--- src/rtl/regfile_scoreboard_ctrl.sv ---
// ---------------------------------------------------------------------------
// regfile_scoreboard_ctrl
//
// Controller that sits between decode, writeback and the write port of the
// NREG x DW register file.
//   - After reset (INIT) it walks the write port over every index, writing
//     zero, one register per cycle, for exactly NREG cycles.
//   - In RUN it forwards writeback results straight to the write port
//     (combinational, zero latency) and suppresses writes to register 0.
//   - A per-register pending scoreboard stalls decode on RAW/WAW hazards,
//     and an in-flight counter caps outstanding register writes.
//
// Ports
//   clk, reset                 clock (rising edge), synchronous active-high reset
//   dec_valid                  decode holds an instruction
//   dec_rs / dec_rt            source indices, qualified by dec_use_rs / dec_use_rt
//   dec_writes / dec_rd        instruction writes register dec_rd
//   dec_stall / dec_issue      hold decode / instruction issues this cycle
//   wb_valid/wb_dest/wb_data   writeback result
//   rf_we/rf_waddr/rf_wdata    register file write port
//   ready                      initialisation complete
//   pending                    scoreboard bit per register
//   inflight                   outstanding write count
//   wb_err                     sticky: writeback hit a non-pending register
// ---------------------------------------------------------------------------
module regfile_scoreboard_ctrl #(
    parameter int NREG         = 32,
    parameter int AW           = 5,
    parameter int DW           = 32,
    parameter int MAX_INFLIGHT = 4
) (
    input  logic            clk,
    input  logic            reset,
    input  logic            dec_valid,
    input  logic [AW-1:0]   dec_rs,
    input  logic [AW-1:0]   dec_rt,
    input  logic            dec_use_rs,
    input  logic            dec_use_rt,
    input  logic            dec_writes,
    input  logic [AW-1:0]   dec_rd,
    output logic            dec_stall,
    output logic            dec_issue,
    input  logic            wb_valid,
    input  logic [AW-1:0]   wb_dest,
    input  logic [DW-1:0]   wb_data,
    output logic            rf_we,
    output logic [AW-1:0]   rf_waddr,
    output logic [DW-1:0]   rf_wdata,
    output logic            ready,
    output logic [NREG-1:0] pending,
    output logic [3:0]      inflight,
    output logic            wb_err
);

    typedef enum logic {INIT, RUN} state_t;

    state_t        state, state_nxt;
    logic [AW-1:0] clr_cnt;

    logic          run;
    logic          wb_wr;       // writeback targets a real (non-zero) register
    logic          rd_counted;  // destination is a real register
    logic          haz;
    logic          full;
    logic          inc;
    logic          dec;
    logic [NREG-1:0] set_vec;
    logic [NREG-1:0] clr_vec;

    assign run        = (state == RUN);
    assign wb_wr      = wb_valid && (wb_dest != '0);
    assign rd_counted = dec_writes && (dec_rd != '0);

    // Hazard check uses the registered scoreboard only, so a same-cycle
    // writeback releases the stall one cycle later.
    assign haz  = (dec_use_rs && pending[dec_rs]) ||
                  (dec_use_rt && pending[dec_rt]) ||
                  (dec_writes && pending[dec_rd]);
    assign full = rd_counted && (inflight == 4'(MAX_INFLIGHT));

    assign dec_stall = dec_valid && (!ready || haz || full);
    assign dec_issue = dec_valid && !dec_stall;

    // FSM state register and clear counter
    always_ff @(posedge clk) begin
        if (reset) begin
            state   <= INIT;
            clr_cnt <= '0;
        end else begin
            state <= state_nxt;
            if (state == INIT)
                clr_cnt <= clr_cnt + 1'b1;
        end
    end

    // FSM next state and write-port mux
    always_comb begin
        state_nxt = state;
        ready     = 1'b0;
        rf_we     = 1'b0;
        rf_waddr  = wb_dest;
        rf_wdata  = wb_data;
        case (state)
            INIT: begin
                rf_we    = 1'b1;
                rf_waddr = clr_cnt;
                rf_wdata = '0;
                if (clr_cnt == AW'(NREG - 1))
                    state_nxt = RUN;
            end
            RUN: begin
                ready = 1'b1;
                rf_we = wb_wr;
            end
            default: state_nxt = INIT;
        endcase
    end

    // Issue implies RUN, so no extra qualification is needed on the set side.
    assign inc     = dec_issue && rd_counted;
    assign dec     = run && wb_wr && pending[wb_dest];
    assign set_vec = inc ? (NREG'(1) << dec_rd) : '0;
    assign clr_vec = (run && wb_wr) ? (NREG'(1) << wb_dest) : '0;

    // Scoreboard, in-flight counter and sticky error
    always_ff @(posedge clk) begin
        if (reset) begin
            pending  <= '0;
            inflight <= '0;
            wb_err   <= 1'b0;
        end else begin
            // OR-ing the set after masking the clear makes set win on a collision.
            pending <= (pending & ~clr_vec) | set_vec;
            case ({inc, dec})
                2'b10:   inflight <= inflight + 4'd1;
                2'b01:   if (inflight != 4'd0) inflight <= inflight - 4'd1;
                default: inflight <= inflight;
            endcase
            if (run && wb_wr && !pending[wb_dest])
                wb_err <= 1'b1;
        end
    end

endmodule

--- config.mk ---
export PLATFORM = sky130hd
export DESIGN_NAME = regfile_scoreboard_ctrl
export DESIGN_NICKNAME = d
export VERILOG_FILES = /design/src/rtl/regfile_scoreboard_ctrl.sv
export SDC_FILE = /design/constraint.sdc
export NUM_CORES = 1
export LEC_CHECK = 0
export CAP_MARGIN = 20
export CORE_MARGIN = 2
export CORE_UTILIZATION = 50
export CTS_BUF_LIST = sky130_fd_sc_hd__clkbuf_4
export DETAILED_ROUTE_END_ITERATION = 8
export PLACE_DENSITY_LB_ADDON = 0.25
export REMOVE_ABC_BUFFERS = 1
export SLEW_MARGIN = 20
export SYNTH_ARGS = -nofsm -noshare
export SYNTH_HDL_FRONTEND = slang
export SYNTH_SLANG_ARGS = --single-unit
--- constraint.sdc ---
create_clock -name clk -period 8.2 [get_ports clk]
set_clock_uncertainty 0.15 [all_clocks]
set_input_delay 1.64 -clock clk [delete_from_list [all_inputs] [get_ports clk]]
set_output_delay 1.64 -clock clk [all_outputs]
set_load 0.02 [all_outputs]
# Word-level counts from Yosys, hierarchy flattened
# Cells that the tools add are included.
# W data, S select, Z words.
# totals
output_inout_bits	78
inputBits	59
ff_bits	43
# op_classes
reduce_logical	24
mux	18
magnitude_cmp	4
add_sub_neg	3
n_eq_ne	5
shifts	2
n_bitwise	4
# ops
cell	count
$mux W32	3
$shl A1 B5 Y32 const A	2
$and A32 B32 Y32	1
$not A32 Y32	1
$or A32 B32 Y32	1
$lt A5 B6 Y1 const B	4
$bmux W1 S5	4
$logic_and A1 B1 Y1	12
$reduce_bool A5 Y1	2
$pmux W4 S2	1
$mux W1	7
$add A5 B1 Y5 const B	1
$eq A5 B5 Y1 const B	1
$mux W5	1
$add A4 B1 Y4 const B	1
$eq A4 B3 Y1 const B	1
$logic_or A1 B1 Y1	4
$mux W4	1
$reduce_bool A4 Y1	1
$sub A4 B1 Y4 const B	1
$logic_not A1 Y1	3
$eq A2 B1 Y1 const B	1
$eq A2 B2 Y1 const B	1
$ne A2 B2 Y1 const B	1
other kinds (4)	4

# Logic depth before layout (Yosys ltp)
# Gate-level depths: netlist (run 1).
# depth
ltp_word	14
depth_mapped	14

# Least setup slack after synthesis (run 1)
# OpenSTA, ideal clock, no wires.
# synth_timing
kind	input to output
from	input dec_rs[1]
to	output dec_issue
path_stages	8
t_arrival_ns	3.217
path_slack_ns	3.193
path_cell_list	buf_6 > mux4_2 > nor2b_1 > a211oi_2 > o32ai_2 > nor2_1 > nand4_1 > nor2_1
# synth_between
elab_chain_len	10
# synth_rtl
element	line_no	source
start: declaration	35	input logic [AW-1:0] dec_rs,
$bmux W1 S5	76	assign haz = (dec_use_rs && pending[dec_rs]) ||
$mux W1 (not written as such)	76	
$logic_and A1 B1 Y1	76	
$logic_or A1 B1 Y1	76	
$logic_or A1 B1 Y1	77	(dec_use_rt && pending[dec_rt]) ||
$logic_or A1 B1 Y1 (2 in a row)	81	assign dec_stall = dec_valid && (!ready || haz || full);
$logic_and A1 B1 Y1	81	
$logic_not A1 Y1	82	assign dec_issue = dec_valid && !dec_stall;
$logic_and A1 B1 Y1	82	
end: declaration	42	output logic dec_issue,
# No other way between the ends. The select of a mux whose other input is x is not followed.

# Worst setup path in the final report (run 1)
# layout_timing
from	input dec_rd[0]
to	output dec_issue
# layout_between
elab_chain_len	9
# layout_rtl
element	line_no	source
start: declaration	40	input logic [AW-1:0] dec_rd,
$bmux W1 S5	78	(dec_writes && pending[dec_rd]);
$mux W1 (not written as such)	78	
$logic_and A1 B1 Y1	78	
$logic_or A1 B1 Y1	77	
$logic_or A1 B1 Y1	81	
$logic_or A1 B1 Y1 *	81	
$logic_and A1 B1 Y1 *	81	
$logic_not A1 Y1 *	82	
$logic_and A1 B1 Y1 *	82	
# Mark *: on every way between the ends. The rest lies on a longest branch, timed or not. The select of a mux whose other input is x is not followed.

==> results of run 1 <==
[cells in the final DEF, fill, tap and decap left out, types with 3 or more instances in the layout]
cell             count
a31oi_1              4
or3_1                3
clkdlybuf4s50_1    136
nor3b_1              6
nor2b_1             25
nor2_1              26
mux2_2               7
mux2i_1             11
nand2b_1             4
nand4_1              4
nor3_1               5
clkbuf_4             6
nand3_1             10
and2_1              33
a21oi_1              6
ha_1                 4
o41ai_1              3
dfxtp_1             43
mux4_1              13
o21a_1               6
buf_4                3
nand2_1             24
inv_1               13
nand3b_1            16
o21ai_0             45
mux4_2              16
xor2_1               3
[power by group through the flow]
stage | Clock, mW | Combinational (mW) | Sequential, mW
floorplan | 0 | 0.0273 | 0.216
global placement | 0 | 0.0806 | 0.216
detailed placement | 0 | 0.0820 | 0.216
CTS | 0.114 | 0.0823 | 0.212
global route | 0.122 | 0.0884 | 0.212
finish | 0.115 | 0.0831 | 0.212
[routing by layer]
layer,share of wire,up-vias,GRT usage
met2,0.47,211,0.454
met4,0.018,0,0.0909
li1,-,1724,-
met5,0,-,0
met1,0.43,1852,0.429
met3,0.091,23,0.0600
[flip-flops by register name, indices dropped and copies added (netlist names)]
signal / flops
inflight: 4
clr_cnt: 5
pending: 32
run: 1
wb_err: 1
[cell usage after synthesis, types with 3 or more instances]
| cell | count |
|---|---|
| nand3b_1 | 16 |
| or3_1 | 3 |
| buf_2 | 5 |
| a21oi_1 | 6 |
| nor3_1 | 5 |
| buf_6 | 4 |
| mux2i_1 | 11 |
| mux4_1 | 13 |
| nor2b_1 | 25 |
| and2_1 | 33 |
| o41ai_1 | 3 |
| nor3b_1 | 6 |
| nand2b_1 | 4 |
| a31oi_1 | 4 |
| mux4_2 | 16 |
| dfxtp_1 | 43 |
| clkbuf_1 | 18 |
| buf_4 | 3 |
| o21a_1 | 6 |
| nand3_1 | 10 |
| o21ai_0 | 45 |
| inv_1 | 13 |
| ha_1 | 4 |
| nand4_1 | 4 |
| nand2_1 | 24 |
| nor2_1 | 26 |
| mux2_2 | 7 |
| xor2_1 | 3 |
[how the worst min path moves through the flow]
stage                       startpoint  slack (ns)                      end  cells after the start
2_1_floorplan  clr_cnt[4]$_SDFFE_PP0N_        0.34  clr_cnt[4]$_SDFFE_PP0N_                      2
3_3_place_gp       wb_err$_SDFFE_PP0P_        0.31      wb_err$_SDFFE_PP0P_                      2
3_5_place_dp       wb_err$_SDFFE_PP0P_        0.32      wb_err$_SDFFE_PP0P_                      2
4_1_cts            wb_err$_SDFFE_PP0P_        0.35      wb_err$_SDFFE_PP0P_                      2
5_1_grt            wb_err$_SDFFE_PP0P_        0.40      wb_err$_SDFFE_PP0P_                      2
6_report           wb_err$_SDFFE_PP0P_        0.35      wb_err$_SDFFE_PP0P_                      2
[area by class of cell]
class	instances	area, um^2	area share
clock buffers	6	45.0	0.00893
clock inverters	2	12.5	0.00248
inverters	13	48.8	0.00968
multi-input cells	314	2570	0.509
flip-flops and latches	43	861	0.171
well taps	99	124	0.0246
repair buffers	139	1380	0.274
[stage by stage]
stage | power [mW] | util | hold WS (ns)
after CTS | 0.408 | 0.707 | 0.347
after floorplan | 0.243 | - | 0.339
after global placement | 0.297 | 0.698 | 0.307
after global routing | 0.423 | 0.707 | 0.402
final | 0.410 | 0.707 | 0.349
after detailed placement | 0.298 | 0.698 | 0.315
[worst reg2reg max path, stage by stage, from the launching register on]
cell,delay (ns)
dfxtp_1,0.51
mux4_2,0.29
mux2i_1,0.09
nand3_1,0.15
nand2_1,0.08
or3_1,0.35
nor3_2,0.46
inv_1,0.11
fa_1,0.39
xor2_1,0.17
nor4b_1,0.27
a21oi_1,0.07
a31oi_1,0.15
[cells by family after synthesis]
family | Yosys count | share of synthesized area
xor+xnor | 4 | 0.00961
buf+inv | 45 | 0.0594
flops | 43 | 0.236
simple gates | 171 | 0.272
compound gates | 85 | 0.153
mux | 49 | 0.251
fa+ha+maj | 5 | 0.0192
==> metrics.csv, run 1 <==
stage,metric,value,unit
run_status,status,"complete, no violations",
route,wire_per_inst,19.5,um
route,finalWirelength,12.0,mm
grt,grt_max_degree,51,
grt,track_usage,0.298,
clocking,h-tree-depth,2,
power,switching_share,0.291,
synth,yosysWarnings,0,
clocking,cts_resized,0,
floorplan,num_rows,31,
timing,max_freq,157,MHz
synth,synthArstFlopShare,0,
clocking,ctsHoldBuffers,0,
critical_path,cp_cell_sequence,clkdlybuf4s50_1 > mux4_2 > a22o_1 > a21oi_1 > a22oi_2 > nor2_1 > nand4_1 > nor2_1 > clkdlybuf4s50_1,
route,first_pass_iters,5,
grt,grt_pass1_vias,3426,
power,vdd_drop_max,68.1,uV
floorplan,core,0.00714,mm^2
synth,yosys_most_used_dff,dfxtp_1,
timing,setup_violations,0,
timing,finalHoldViolations,0,
place,port_buffers,136,
clocking,postCtsSetupRepairBufs,0,
critical_path,critical_path_class,input port to output port,
critical_path,path_depth,9,
floorplan,start_util,0.511,
clocking,numCtsBuffers,5,
clocking,clock_sinks,43,
critical_path,r2r_start,pending[13]$_SDFF_PP0_,
synth,syn_avg_cell_area,9.07,um^2
route,num_vias,3810,
timing,final.setup.tns,0,ns
route,drcViolationCount,0,
timing,drv_slew,0,
critical_path,r2r-end,inflight[2]$_SDFFE_PP0P_,
floorplan,pin_count,137,
clocking,cts_tree,built,
route,drtIter0Drc,292,
critical_path,critPathRequiredTime,6.41,ns
finish,final_area,0.00504,mm^2
finish,antenna_cells,0,
critical_path,critPathSlowestCell,clkdlybuf4s50_1,
critical_path,path_buf_inv,2,
synth,synth_area_leader_cell,dfxtp_1,
synth,yosysSeqAreaShare,0.236,
critical_path,reg2reg_slack,4.88,ns
critical_path,critPathTopFamily,buffers and inverters,
route,post_drt_via_cell_ratio,6.19,
place,dp_hpwl,8.86,mm
clocking,clkTransAtPathRegs,0.13,ns
timing,rsz0062_at_grt,no,
critical_path,path_max_fanout,13,
floorplan,die_w,89.4,um
critical_path,endpoint_kind,output port,
place,dpl-instance-area,0.00498,mm^2
power,p_comb_frac,0.202,
clocking,clkLatencyLatePin,0.38,ns
place,place_inst,608,
clocking,clockRootBuffer,clkbuf_4,
synth,synth_area_leaders,"dfxtp_1 (24%), mux4_2 (9.9%), mux4_1 (9.4%), o21ai_0 (6.2%), and2_1 (5.7%)",
finish,drive_gt1_frac,0.0890,
power,p_sw,120,uW
hold_path,hold_class,flip-flop to flip-flop,
power,pwr-share-seq,0.516,
finish,syn_to_final_growth,38.3,%
critical_path,critPathLaunchType,input port,
clocking,clockBufferDepth,2,
finish,fin_nets,580,
route,antenna_left,0,
grt,overflow,0,
power,p_leak,1.82,nW
critical_path,slowest_delay,0.85,ns
power,p_clk_frac,0.281,
place,gp_congestion,0.954,
timing,slew-limit-headroom,0.506,
floorplan,die_y,89.4,um
synth,synth.top_cell.area_share,0.236,
synth,synth_area,0.00364,mm^2
timing,fin_crit_sh,0.777,
run,maxCapViolCount,0,
critical_path,crit_path_start,dec_rd[0],
synth,synth_cells,402,
synth,yosysUniqueCellTypes,61,
critical_path,cp-endpoint,dec_issue,
power,power_density,81.3,mW/mm^2
grt,antenna_found_initial,0,
floorplan,dieArea,0.00799,mm^2
finish,layoutNonFillerInstCount,616,
power,internal_power,291,uW
timing,fin_crit,6.37,ns
place,preCtsSetupSlack,1.84,ns
timing,tightestPinTransition,0.739,ns
grt,grt_first_pass_wirelength,18.1,mm
timing,setup_ws,1.83,ns
critical_path,critical_path_arrival,4.58,ns
synth,synth-edff-count,0,
critical_path,rr_worst_depth,12,
finish,fill_cells,596,
synth,synth-seq-cells,43,
(Power assumes the default switching activity.)
==> run 2, diff against run 1 <==
--- a/config.mk
+++ b/config.mk
@@ -7,7 +7,7 @@
 export LEC_CHECK = 0
 export CAP_MARGIN = 20
 export CORE_MARGIN = 2
-export CORE_UTILIZATION = 50
+export CORE_UTILIZATION = 42
 export CTS_BUF_LIST = sky130_fd_sc_hd__clkbuf_4
 export DETAILED_ROUTE_END_ITERATION = 8
 export PLACE_DENSITY_LB_ADDON = 0.25
==> constraint.sdc (replaced) <==
create_clock -name clk -period 5.8 [get_ports clk]
set_clock_uncertainty 0.15 [all_clocks]
set_input_delay 1.16 -clock clk [delete_from_list [all_inputs] [get_ports clk]]
set_output_delay 1.16 -clock clk [all_outputs]
set_load 0.02 [all_outputs]
==> run 2 against run 1 <==
Against the previous run: clock power grew 110%; non-clock buffer count grew 4; critical path depth is the same; global-route usage shrank 3.4 points; hold slack lost 0.0040 ns; final area grew 1.7%; utilization shrank 8.9 points; final cell count grew 1.6%; critical path type unchanged; critical endpoint unchanged.
==> metrics.csv, run 2 (same netlist as run 1, synthesis figures left out) <==
stage,metric,value,unit
route,drtIter0Drc,359,
power,p_clk_frac,0.370,
floorplan,dieArea,0.00944,mm^2
route,post_drt_via_cell_ratio,5.97,
run_status,status,"complete, no violations",
power,p_leak,1.86,nW
grt,grt_first_pass_wirelength,19.9,mm
timing,slew-limit-headroom,0.457,
timing,max_freq,187,MHz
power,p_comb_frac,0.181,
critical_path,critical_path_arrival,4.03,ns
power,total_power,667,uW
clocking,numCtsBuffers,5,
floorplan,num_rows,33,
clocking,clock_sinks,43,
route,first_pass_iters,5,
finish,utilization,0.618,
clocking,clkLatencyLatePin,0.37,ns
clocking,clockRootBuffer,clkbuf_4,
floorplan,start_util,0.439,
power,power_density,130,mW/mm^2
critical_path,critPathRequiredTime,4.49,ns
finish,fin_nets,584,
grt,grt_max_degree,49,
critical_path,critical_path_class,input port to output port,
run,maxCapViolCount,0,
route,wire_per_inst,20.3,um
power,p_sw,167,uW
finish,layout_common_cells,"clkdlybuf4s50_1 (136), o21ai_0 (45), dfxtp_1 (42), and2_1 (33), nor2_1 (26)",
timing,drv_slew,0,
timing,finalHoldViolations,0,
critical_path,r2r-end,inflight[2]$_SDFFE_PP0P_,
place,dpl-instance-area,0.00502,mm^2
grt,track_usage,0.264,
route,antenna_left,0,
timing,fin_crit_sh,0.921,
clocking,h-tree-depth,2,
grt,overflow,0,
hold_path,hold_class,flip-flop to flip-flop,
floorplan,die_y,97.2,um
floorplan,core,0.00830,mm^2
hold_path,hold_end,wb_err$_SDFFE_PP0P_,
floorplan,die_w,97.2,um
hold_path,hold_path_depth,2,
finish,antenna_cells,0,
grt,antenna_found_initial,0,
timing,tightestPinTransition,0.813,ns
clocking,clkTransAtPathRegs,0.13,ns
timing,rsz0062_at_grt,no,
floorplan,pin_count,137,
clocking,postCtsSetupRepairBufs,0,
critical_path,critPathLaunchType,input port,
finish,top_register,pending,
timing,final.setup.tns,0,ns
power,vdd_drop_max,109,uV
clocking,cts_tree,built,
clocking,clockBufferDepth,2,
critical_path,rr_worst_depth,12,
power,switching_share,0.250,
route,num_vias,3737,
timing,setup_ws,0.458,ns
finish,drive_gt1_frac,0.0979,
critical_path,reg2reg_slack,2.33,ns
place,preCtsSetupSlack,0.459,ns
power,internal_power,500,uW
finish,final_common_cell,clkdlybuf4s50_1,
critical_path,r2r_start,pending[2]$_SDFF_PP0_,
finish,reg.largest.list,"pending: 32 flops, clr_cnt: 5 flops, inflight: 4 flops",
finish,layoutNonFillerInstCount,626,
clocking,ctsHoldBuffers,0,
timing,worst_hold_slack,0.346,ns
hold_path,hp-start,wb_err$_SDFFE_PP0P_,
route,finalWirelength,12.7,mm
timing,setup_violations,0,
place,dp_hpwl,9.32,mm
timing,fin_crit,5.34,ns
clocking,cts_resized,0,
place,port_buffers,136,
critical_path,path_max_fanout,8,
finish,final_area,0.00513,mm^2
finish,largest_reg_flops,32,
place,gp_congestion,0.979,
finish,syn_to_final_growth,40.7,%
place,place_inst,618,
grt,grt_pass1_vias,3516,
critical_path,endpoint_kind,output port,
power,pwr-share-seq,0.449,
route,drcViolationCount,0,
run 2: cell types whose count changed in the layout (fill, tap and decap cells not counted), sizes merged:
| cell | delta |
|---|---|
| clkinv | -1 |
| clkinvlp | -1 |
| bufinv | +2 |
| buf | +4 |
run 2: layout make-up:
type,count,area (um^2)
Tap cell,105,131
Multi-Input combinational cell,314,2570
Clock buffer,6,45.0
Timing Repair Buffer,143,1410
Fill cell,726,3170
Sequential cell,43,862
Clock inverter,2,60.1
Inverter,13,48.8
run 2: how the worst max path moves through the flow:
stage,slack (ns),depth (start not counted),from,to
floorplan,1.83,7,dec_rd[0],dec_issue
global placement,0.52,9,dec_rs[0],dec_issue
detailed placement,0.46,9,dec_rs[0],dec_stall
CTS,0.45,9,dec_rs[0],dec_stall
global route,0.26,9,dec_rs[0],dec_issue
finish,0.46,9,dec_rs[0],dec_issue
run 2: metal layers:
| layer | up-vias | wire [um] | global-route usage |
|---|---|---|---|
| met5 | - | 0 | 0 |
| met4 | 0 | 152 | 0.0563 |
| met3 | 21 | 1100 | 0.0640 |
| met2 | 211 | 6060 | 0.414 |
| met1 | 1779 | 5390 | 0.371 |
| li1 | 1726 | - | - |
run 2: power by group through the flow:
| stage | logic, mW | clock network [mW] | registers (mW) |
|---|---|---|---|
| after floorplan | 0.0386 | 0 | 0.305 |
| after detailed placement | 0.119 | 0 | 0.306 |
| after global routing | 0.128 | 0.265 | 0.300 |
| final | 0.121 | 0.247 | 0.299 |
| after global placement | 0.118 | 0 | 0.305 |
| after CTS | 0.119 | 0.249 | 0.299 |
run 2: worst max-delay path, cell delays in order:
cell	delay [ns]
clkdlybuf4s50_1	0.71
mux4_1	0.61
mux2i_1	0.17
mux2_2	0.19
o32ai_2	0.12
nor2_1	0.18
nand4_1	0.14
nor2_1	0.13
clkdlybuf4s50_1	0.61
==> run 3, diff against run 2 <==
--- a/config.mk
+++ b/config.mk
@@ -6,7 +6,7 @@
 export NUM_CORES = 1
 export LEC_CHECK = 0
 export CAP_MARGIN = 20
-export CORE_MARGIN = 2
+export CORE_MARGIN = 1
 export CORE_UTILIZATION = 42
 export CTS_BUF_LIST = sky130_fd_sc_hd__clkbuf_4
 export DETAILED_ROUTE_END_ITERATION = 8
==> run 3 against run 2 <==
Against the previous run: clock-buffer cell count down 1; hold slack worse by 0.0028 ns; clock power down 21%; total power down 7.9%; utilization down 0.45 points; setup slack worse by 0.029 ns; maximum frequency down 0.54%.
==> metrics.csv, run 3 (same netlist as run 1, synthesis figures left out) <==
stage,metric,value,unit
run_status,status,"complete, no violations",
finish,fin_nets,583,
finish,drive_gt1_frac,0.0923,
timing,fin_crit,5.37,ns
timing,setup_violations,0,
route,first_pass_iters,5,
finish,reg.largest.list,"pending: 32 flops, clr_cnt: 5 flops, inflight: 4 flops",
place,port_buffers,136,
floorplan,start_util,0.439,
place,gp_congestion,0.987,
route,antenna_left,0,
critical_path,r2r_start,pending[2]$_SDFF_PP0_,
clocking,clock_sinks,43,
route,drcViolationCount,0,
floorplan,die_y,95.2,um
finish,syn_to_final_growth,39.7,%
timing,fin_crit_sh,0.926,
critical_path,crit_path_start,dec_rs[1],
timing,finalHoldViolations,0,
place,preCtsSetupSlack,0.446,ns
finish,largest_reg_flops,32,
route,wire_per_inst,20.6,um
critical_path,rr_worst_depth,12,
grt,grt_max_degree,49,
clocking,postCtsSetupRepairBufs,0,
place,dpl-instance-area,0.00501,mm^2
route,post_drt_via_cell_ratio,6.14,
grt,grt_first_pass_wirelength,19.4,mm
timing,tightestPinTransition,0.952,ns
floorplan,num_rows,33,
place,dp_hpwl,9.48,mm
timing,setup_ws,0.429,ns
clocking,cts_resized,0,
grt,track_usage,0.282,
grt,overflow,0,
clocking,ctsHoldBuffers,0,
timing,drv_slew,0,
grt,grt_pass1_vias,3522,
finish,final_common_cell,clkdlybuf4s50_1,
clocking,h-tree-depth,2,
power,vdd_drop_max,111,uV
run,maxCapViolCount,0,
clocking,numCtsBuffers,5,
hold_path,hp-start,wb_err$_SDFFE_PP0P_,
critical_path,endpoint_kind,output port,
route,num_vias,3837,
floorplan,dieArea,0.00905,mm^2
floorplan,die_w,95.2,um
power,power_density,121,mW/mm^2
critical_path,reg2reg_slack,2.34,ns
critical_path,critical_path_class,input port to output port,
timing,slew-limit-headroom,0.364,
floorplan,core,0.00830,mm^2
critical_path,critical_path_arrival,4.06,ns
finish,top_register,pending,
timing,final.setup.tns,0,ns
clocking,cts_tree,built,
critical_path,critPathRequiredTime,4.49,ns
hold_path,hold_class,flip-flop to flip-flop,
timing,max_freq,186,MHz
clocking,clkLatencyLatePin,0.37,ns
clocking,clockRootBuffer,clkbuf_4,
floorplan,pin_count,137,
timing,rsz0062_at_grt,no,
clocking,clkTransAtPathRegs,0.13,ns
power,p_leak,1.84,nW
clocking,clockBufferDepth,2,
route,finalWirelength,12.9,mm
finish,final_area,0.00509,mm^2
grt,antenna_found_initial,0,
route,drtIter0Drc,295,
finish,utilization,0.613,
hold_path,hold_path_depth,2,
finish,antenna_cells,0,
finish,layout_common_cells,"clkdlybuf4s50_1 (136), o21ai_0 (45), dfxtp_1 (43), and2_1 (33), nor2_1 (26)",
power,total_power,614,uW
critical_path,path_max_fanout,8,
critical_path,critPathLaunchType,input port,
## run 3: cell types whose count changed in the layout (fill, tap and decap cells not counted)
| cell | previous run | this run |
|---|---|---|
| buf_4 | 7 | 6 |
| bufinv_16 | 2 | 1 |
| clkbuf_4 | 6 | 5 |
| clkinv_1 | 0 | 1 |
| clkinv_2 | 0 | 1 |
| dfxtp_1 | 42 | 43 |
| dfxtp_2 | 1 | 0 |
## run 3: cell type report
| type | instances | area [um^2] |
|---|---|---|
| Multi-Input combinational cell | 314 | 2570 |
| Sequential cell | 43 | 861 |
| Timing Repair Buffer | 142 | 1410 |
| Clock inverter | 3 | 38.8 |
| Tap cell | 105 | 131 |
| Fill cell | 730 | 3210 |
| Inverter | 13 | 48.8 |
| Clock buffer | 5 | 37.5 |
## run 3: worst paths after layout
| kind | end |
|---|---|
| worst max register to register | inflight[2]$_SDFFE_PP0P_ |
| worst min-delay path | wb_err$_SDFFE_PP0P_ |
| worst min register to register | wb_err$_SDFFE_PP0P_ |
| worst max-delay path | dec_issue |
## run 3: per-layer routing
layer  vias up  wire, um  share of wire  GRT usage
li1       1725         -              -          -
met1      1827      5180           0.40      0.385
met2       242      6090           0.47      0.443
met3        43      1220          0.095     0.0574
met4         0       372          0.029     0.0985
met5         -         0              0          0
## run 3: power breakdown
| part | internal [mW] | switching (mW) | total (mW) | leakage (nW) |
|---|---|---|---|---|
| sequential | 0.297 | 0.00189 | 0.299 | 0.347 |
| combinational | 0.0632 | 0.0575 | 0.121 | 1.45 |
| clock | 0.0888 | 0.105 | 0.194 | 0.0426 |
| total | 0.449 | 0.165 | 0.614 | 1.84 |
## run 3: critical path, cell delays in order
cell	delay [ns]
clkdlybuf4s50_1	0.69
mux4_2	0.55
nor2b_1	0.16
a211oi_2	0.25
o32ai_2	0.15
nor2_1	0.18
nand4_1	0.14
nor2_1	0.16
clkdlybuf4s50_1	0.61
## run 3: stage by stage
| stage | instances | hold WS, ns |
|---|---|---|
| final | 625 | 0.343 |
| after detailed placement | 617 | 0.320 |
| after global placement | 617 | 0.307 |
| after floorplan | 370 | 0.339 |
| after CTS | 625 | 0.351 |
| after global routing | 625 | 0.372 |
